$ cat config.mk
export PLATFORM = sky130hd
export DESIGN_NAME = stopwatch_bcd
export DESIGN_NICKNAME = d
export VERILOG_FILES = /design/src/rtl/stopwatch_bcd.sv
export SDC_FILE = /design/constraint.sdc
export NUM_CORES = 1
export LEC_CHECK = 0
export BUFFER_PORTS_ARGS = -buffer_cell sky130_fd_sc_hd__buf_2
export CORE_MARGIN = 5
export CORE_UTILIZATION = 45
export DETAILED_ROUTE_END_ITERATION = 8
export GPL_ROUTABILITY_DRIVEN = 1
export PLACE_DENSITY = 0.79
export SYNTH_ARGS = -nofsm -noshare
export SYNTH_HDL_FRONTEND = slang
export SYNTH_SLANG_ARGS = --single-unit
$ cat constraint.sdc
create_clock -name CLK100MHZ -period 2.9 [get_ports CLK100MHZ]
set_clock_uncertainty 0.15 [all_clocks]
set_input_delay 0.58 -clock CLK100MHZ [delete_from_list [all_inputs] [get_ports CLK100MHZ]]
set_output_delay 0.58 -clock CLK100MHZ [all_outputs]
set_load 0.005 [all_outputs]
$ cat src/rtl/stopwatch_bcd.sv
// stopwatch_bcd: start/stop/clear stopwatch counting 00.00-99.99 s in BCD.
// tick_1ms is a clock enable from the divider stage. Every TICKS_PER_COUNT
// ticks in RUN advance the count by 0.01 s.
// Optional lap capture is enabled by defining STOPWATCH_LAP_EN. Without it the
// lap ports stay tied to zero and no lap registers exist.
module stopwatch_bcd #(
    parameter int unsigned TICKS_PER_COUNT = 10,  // 1..255
    parameter int unsigned WRAP            = 1    // 1: roll over, 0: saturate and pause
) (
    input  logic        CLK100MHZ,
    input  logic        reset,
    input  logic        tick_1ms,
    input  logic        btn_start_stop,
    input  logic        btn_clear,
    output logic [3:0]  sec_tens,
    output logic [3:0]  sec_ones,
    output logic [3:0]  tenths,
    output logic [3:0]  hundredths,
    output logic        running,
    output logic        overflow,
    input  logic        btn_lap,
    output logic [15:0] lap_digits,
    output logic        lap_valid
);

    typedef enum logic [1:0] {StIdle, StRun, StPaused} state_e;

    localparam logic [7:0] PrescLast = 8'(TICKS_PER_COUNT - 1);

    state_e     state_q, state_d;
    logic       running_q, running_d;
    logic       ovf_q, ovf_d;
    logic [7:0] presc_q, presc_d;
    logic [3:0] st_q, st_d, so_q, so_d, te_q, te_d, hu_q, hu_d;
    logic       ss_hist_q, clr_hist_q;
    logic       press_ss, press_clr;
    logic       step, at_max;

    // Rising-edge detect on the debounced button levels.
    always_comb begin
        press_ss  = btn_start_stop & ~ss_hist_q;
        press_clr = btn_clear & ~clr_hist_q;
    end

    // Next-state for FSM, prescaler, BCD count and sticky overflow.
    always_comb begin
        state_d = state_q;
        presc_d = presc_q;
        ovf_d   = ovf_q;
        st_d    = st_q;
        so_d    = so_q;
        te_d    = te_q;
        hu_d    = hu_q;
        step    = 1'b0;
        at_max  = (st_q == 4'd9) && (so_q == 4'd9) && (te_q == 4'd9) && (hu_q == 4'd9);

        // Counting looks at the pre-edge state, so a tick alongside a stop press still counts.
        if (state_q == StRun && tick_1ms) begin
            if (presc_q == PrescLast) begin
                presc_d = 8'd0;
                step    = 1'b1;
            end else begin
                presc_d = presc_q + 8'd1;
            end
        end

        if (step) begin
            if (at_max) begin
                ovf_d = 1'b1;
                if (WRAP != 0) begin
                    st_d = 4'd0;
                    so_d = 4'd0;
                    te_d = 4'd0;
                    hu_d = 4'd0;
                end else begin
                    state_d = StPaused;
                end
            end else begin
                hu_d = (hu_q == 4'd9) ? 4'd0 : hu_q + 4'd1;
                if (hu_q == 4'd9) begin
                    te_d = (te_q == 4'd9) ? 4'd0 : te_q + 4'd1;
                    if (te_q == 4'd9) begin
                        so_d = (so_q == 4'd9) ? 4'd0 : so_q + 4'd1;
                        // sec_tens is below 9 here, otherwise at_max would hold.
                        if (so_q == 4'd9) st_d = st_q + 4'd1;
                    end
                end
            end
        end

        if (press_ss) begin
            unique case (state_q)
                StIdle: begin
                    state_d = StRun;
                    presc_d = 8'd0;
                end
                StRun:    state_d = StPaused;
                StPaused: state_d = StRun;  // prescaler kept: partial interval resumes
                default:  state_d = StIdle;
            endcase
        end

        // Clear beats everything else in the same cycle, including start/stop.
        if (press_clr) begin
            state_d = StIdle;
            presc_d = 8'd0;
            ovf_d   = 1'b0;
            st_d    = 4'd0;
            so_d    = 4'd0;
            te_d    = 4'd0;
            hu_d    = 4'd0;
        end

        running_d = (state_d == StRun);
    end

    // State, count and button history registers with synchronous reset.
    always_ff @(posedge CLK100MHZ) begin
        if (reset) begin
            state_q    <= StIdle;
            running_q  <= 1'b0;
            ovf_q      <= 1'b0;
            presc_q    <= 8'd0;
            st_q       <= 4'd0;
            so_q       <= 4'd0;
            te_q       <= 4'd0;
            hu_q       <= 4'd0;
            // History forced high so a button held through reset needs a fresh press.
            ss_hist_q  <= 1'b1;
            clr_hist_q <= 1'b1;
        end else begin
            state_q    <= state_d;
            running_q  <= running_d;
            ovf_q      <= ovf_d;
            presc_q    <= presc_d;
            st_q       <= st_d;
            so_q       <= so_d;
            te_q       <= te_d;
            hu_q       <= hu_d;
            ss_hist_q  <= btn_start_stop;
            clr_hist_q <= btn_clear;
        end
    end

    assign sec_tens   = st_q;
    assign sec_ones   = so_q;
    assign tenths     = te_q;
    assign hundredths = hu_q;
    assign running    = running_q;
    assign overflow   = ovf_q;

`ifdef STOPWATCH_LAP_EN
    logic        lap_hist_q;
    logic        press_lap;
    logic [15:0] lap_q, lap_d;
    logic        lap_valid_q, lap_valid_d;

    // Lap snapshot of the pre-edge digits, only while running; clear wins.
    always_comb begin
        press_lap   = btn_lap & ~lap_hist_q;
        lap_d       = lap_q;
        lap_valid_d = lap_valid_q;
        if (press_clr) begin
            lap_d       = 16'd0;
            lap_valid_d = 1'b0;
        end else if (press_lap && state_q == StRun) begin
            lap_d       = {st_q, so_q, te_q, hu_q};
            lap_valid_d = 1'b1;
        end
    end

    // Lap registers with synchronous reset.
    always_ff @(posedge CLK100MHZ) begin
        if (reset) begin
            lap_hist_q  <= 1'b1;
            lap_q       <= 16'd0;
            lap_valid_q <= 1'b0;
        end else begin
            lap_hist_q  <= btn_lap;
            lap_q       <= lap_d;
            lap_valid_q <= lap_valid_d;
        end
    end

    assign lap_digits = lap_q;
    assign lap_valid  = lap_valid_q;
`else
    logic unused_lap;
    assign unused_lap = btn_lap;
    assign lap_digits = 16'd0;
    assign lap_valid  = 1'b0;
`endif

endmodule
# Yosys cells after proc, flatten, opt, wreduce, memory -nomap -nowiden
# Index checks and enable logic that the tools add are counted.
totals:
  reg_bits: 30
  inputBits: 6
  wordCells: 63
op_classes:
  bitwise_logic: 4
  addsub: 5
  muxes: 22
  reduce_logical: 14
  n_eq_ne: 8
ops:
  columns: ["operator", "n"]
  rows:
  - ["$mux 4", 13]
  - ["$mux 8", 4]
  - ["$add 4x1->4 const B", 4]
  - ["$eq 4x4->1 const B", 4]
  - ["$add 8x1->8 const B", 1]
  - ["$eq 8x4->1 const B", 1]
  - ["$reduce_bool 2->1", 3]
  - ["$eq 2x1->1 const B", 2]
  - ["$logic_and 1x1->1", 4]
  - ["$mux 2", 2]
  - ["$pmux 2 s2", 1]
  - ["$reduce_and 2->1", 2]
  - ["$reduce_and 4->1", 1]
  - ["$reduce_or 2->1", 2]
  - ["$reduce_and 3->1", 1]
  - ["$and 1x1->1", 2]
  - ["$eq 2x2->1 const B", 1]
  - ["$logic_not 2->1", 1]
  - ["$mux 1", 2]
  - ["$not 1->1", 2]

# Longest topological paths before layout
logic_depth:
  ltp_word: 6
  depth_mapped: 8
  depth_no_buf: 6

# Least setup slack after synthesis
# No wires, ideal clock.
synth_timing:
  path_type: "flip-flop to flip-flop"
  startpoint: "register hu_q[0] (netlist: hundredths[0])"
  endpoint: "register st_q[0] (netlist: sec_tens[0])"
  path_stages_with_launch: 7
  n_path_buf: 1
  setup_time_ps: 71
  slack_ps: 1014
  t_arrival_ps: 1665
  path_cell_list: "dfxtp_1 -> ha_1 -> and3b_1 -> clkbuf_1 -> nand3_1 -> or4_1 -> a21oi_1"
synth_via:
  elab_chain_len: 4
  elab_cells_between_ends: 7
  cone_classes: "eq/ne: 1; mux: 1; reduce/logical: 5"
synth_lines:
  columns: ["item", "line_no", "source"]
  rows:
  - ["start, declared", "34", "logic [3:0] st_q, st_d, so_q, so_d, te_q, te_d, hu_q, hu_d;"]
  - ["start signal, assigned", "139", "hu_q <= hu_d;"]
  - ["$eq 4x4->1 (*)", "55, 80", null]
  - ["$logic_and 1x1->1", "55", "at_max = (st_q == 4'd9) && (so_q == 4'd9) && (te_q == 4'd9) && (hu_q == 4'd9);"]
  - ["$reduce_bool 2->1 (no source line)", null, null]
  - ["$reduce_and 4->1 (no source line)", null, null]
  - ["end signal, assigned", "136", "st_q <= st_d;"]
  - ["end, declared", "34", null]
# Every way passes the cells marked *; elsewhere a longest branch is shown, timed or not.
# A chain may end at the register's enable or synchronous reset.

# Final worst setup path
layout_timing:
  startpoint: "register presc_q[0]"
  endpoint: "register so_q[1] (netlist: sec_ones[1])"
layout_via:
  elab_chain_len: 4
layout_lines:
  columns: ["item", "line_no", "source"]
  rows:
  - ["start, declared", "33", "logic [7:0] presc_q, presc_d;"]
  - ["start signal, assigned", "135", "presc_q <= presc_d;"]
  - ["$eq 8x4->1", "59", "if (presc_q == PrescLast) begin"]
  - ["$mux 1", "59", null]
  - ["$mux 1", "58", "if (state_q == StRun && tick_1ms) begin"]
  - ["$reduce_and 3->1 (no source line)", null, null]
  - ["end signal, assigned", "125", "so_q <= 4'd0;"]
  - ["end signal, assigned", "137", "so_q <= so_d;"]
  - ["end, declared", "34", null]
# No other way between the ends.

==> metrics.csv <==
stage,metric,value,unit
synthesis,muxShareOfSynthArea,0.0301,
die,start_util,0.461,
setup_path,arrival,2150,ps
synthesis,postSynthAreaPerCell,8.75,µm²
synthesis,synth_top_family_by_area,simple AND/OR/NAND/NOR gates,
die,rows,22,
clocking,htreeDepth,2,
synthesis,ys_types,37,
job,cap_violations,0,
detailed_routing,wl_per_cell,12.6,µm
synthesis,synth_seq_cells,30,
layout,area_growth,10.4,%
synthesis,syn_area,1660,µm²
setup_path,slowest_delay,560,ps
timing,relSlewSlack,0.599,
setup_path,slowest_stage,or4_1,
timing,final-hold-violation-count,0,
layout,final_common_cell,dfxtp_1,
global_route,first_global_vias,1230,
global_route,groute.usage.overall,0.137,
setup_path,worst-path-buf-inv,0,
power,switchingPower,0.176,mW
power,ir_worst_vdd,0.370,mV
layout,drive_above_1_share,0.169,
clocking,cts_buffer_depth,2,
die,fp.dieH,70.8,µm
synthesis,async_flop_share,0,
power,p_per_area,433,nW/µm²
synthesis,synth_cells,190,
clocking,cts.sinks,30,
synthesis,synth_compound_area_frac,0.104,
synthesis,synthAdderAreaFrac,0.0753,
layout,layout.nets,228,
timing,post-route-min-period,2100,ps
timing,tightest_slew,599,ps
placed_design,hpwl,2350,µm
detailed_routing,first_pass_iters,4,
layout,multi_input_area,935,µm²
synthesis,yosysSeqAreaShare,0.361,
clocking,worstSkewPairLatency,280,ps
detailed_routing,drt-vias-per-instance,5.00,
clocking,cts_tree,built,
setup_path,crit_fanout,19,
detailed_routing,drt_iter0_drc,46,
die,ioPinCount,41,
layout,fin_cells,261,
hold_path,holdCritPathClass,flip-flop to flip-flop,
detailed_routing,drc,0,
timing,rsz0062_at_grt,no,
die,die_area,5010,µm²
power,power_frac_clock,0.433,
synthesis,yosys.area.top_type,dfxtp_1,
layout,fillers,349,
global_route,grt-ovfl-total,0,
run_status,status,"finished, final reports clean",
global_route,grt_max_degree,20,
setup_path,cp.required,2960,ps
placed_design,dpl.cell_count,253,
die,die-width,70.8,µm
setup_path,crit_family,simple AND/OR/NAND/NOR gates,
timing,setup_viol,0,
power,pwr-share-comb,0.041,
setup_path,cp-start-kind,flip-flop,
power,p_sw_frac,0.222,
clocking,postCtsHoldBufs,0,
layout,area.sequential,601,µm²
setup_path,critPathKind,flip-flop to flip-flop,
timing,finalMaxSlewViolations,0,
setup_path,end_kind,flip-flop,
placed_design,port_buffers,22,
power,cellInternalPower,0.617,mW
clocking,cts.repair.resized,0,
timing,fin_crit_sh,0.723,
power,p_leak,0.782,nW
layout,layout_common_cells,"dfxtp_1 (30), buf_2 (22), nor2_1 (17), conb_1 (17)",
timing,timing.fmax,477,MHz
timing,fin_hold_ws,347,ps
power,seqPwrFrac,0.526,
synthesis,yosys_most_used_dff,dfxtp_1,
clocking,cts_made_buffers,5,
synthesis,synth_edf_count,0,
global_route,antenna_found_initial,0,
clocking,postCtsSetupBuffers,0,
synthesis,yosysWarnings,0,
detailed_routing,drt_wl_total,3300,µm
synthesis,synth_area_leaders,"dfxtp_1 (36%), buf_4 (7.7%), ha_1 (7.5%)",
detailed_routing,vias,1306,
timing,fin_tns_setup,0,ps
layout,post-route-util,0.509,
die,placeableCoreArea,3610,µm²
synthesis,yosys.area_share.simple,0.267,
placed_design,place_congestion,0.742,
synthesis,synth-xor-area-share,0.0474,
layout,antenna_cells,0,
global_route,grt_pass1_wl,5550,µm
clocking,cts-root-buf,clkbuf_8,
setup_path,path_cells,"ha_1, nor4b_4, nand3_4, or4_1, a21oi_1",
detailed_routing,ant_nets,0,
clocking,path_clk_slew,60,ps
synthesis,synth_top_area_frac,0.361,
[layer usage]
metal / wire (µm) / vias up / track usage
li1: - / 674 / -
met1: 1410 / 594 / 0.163
met2: 1700 / 34 / 0.231
met3: 149 / 4 / 0.0412
met4: 34 / 0 / 0.0564
met5: 0 / - / 0
[power by group through the flow]
| stage | clock (mW) | sequential, mW | combinational (mW) |
|---|---|---|---|
| 2_1_floorplan | 0 | 0.426 | 0.0391 |
| 3_3_place_gp | 0 | 0.427 | 0.0314 |
| 3_5_place_dp | 0 | 0.427 | 0.0320 |
| 4_1_cts | 0.358 | 0.418 | 0.0322 |
| 5_1_grt | 0.377 | 0.418 | 0.0370 |
| 6_report | 0.343 | 0.418 | 0.0325 |
[path summary, 6_finish.rpt]
check / startpoint / end / slack, ps / cells past startpoint
worst max-delay path: presc_q[0]$_SDFF_PP0_ / sec_ones[1]$_SDFFE_PP0P_ / 800 / 5
worst min-delay path: state_q[0]$_SDFF_PP0_ / state_q[0]$_SDFF_PP0_ / 350 / 2
worst max register to register: presc_q[0]$_SDFF_PP0_ / sec_ones[1]$_SDFFE_PP0P_ / 800 / 5
worst min register to register: state_q[0]$_SDFF_PP0_ / state_q[0]$_SDFF_PP0_ / 350 / 2
[worst reg2reg max path, stage by stage (launching register included)]
cell,delay [ps]
dfxtp_1,410
ha_1,180
nor4b_4,330
nand3_4,250
or4_1,560
a21oi_1,150
[cells in the mapped netlist, drive strengths merged (2+ instances only)]
cell type,number
nand4,5
o21ai,9
a211oi,2
nor3,8
nor2,17
or3,3
nand3,5
a21oi,10
inv,8
xnor2,5
mux2i,5
nand2,10
or2,3
dfxtp,30
ha,10
or4,4
nor2b,2
nand3b,3
buf,19
clkbuf,5
a31oi,3
xor2,4
and3b,4
and3,5
[sequential cells by signal (all words and copies together) (netlist names)]
register    count
hundredths      4
running         1
overflow        1
sec_tens        4
tenths          4
presc_q         8
sec_ones        4
state_q         2
ss_hist_q       1
clr_hist_q      1
[through the flow]
step / instance area, µm² / setup WS, ps / total power, mW
global route: 1830 / 663 / 0.831
floorplan: 1720 / 1010 / 0.465
global placement: 1740 / 638 / 0.458
CTS: 1830 / 805 / 0.808
finish: 1830 / 804 / 0.794
detailed placement: 1740 / 623 / 0.459
[layout make-up]
cell class	instances	area share
Multi-Input combinational cell	144	0.510
Sequential cell	30	0.327
Timing Repair Buffer	23	0.0641
Clock buffer	7	0.0471
Tap cell	48	0.0327
Inverter	8	0.0164
Clock inverter	1	0.00273
[cells by family after synthesis]
family,after synthesis
AND/OR/NAND/NOR,74
buffers and inverters,32
flip-flops,30
AO/OA/AOI/OAI,29
adder cells (fa/ha/maj),10
XOR/XNOR,9
multiplexers,5
other,1
Note: power is estimated with default switching activity, not from simulation.
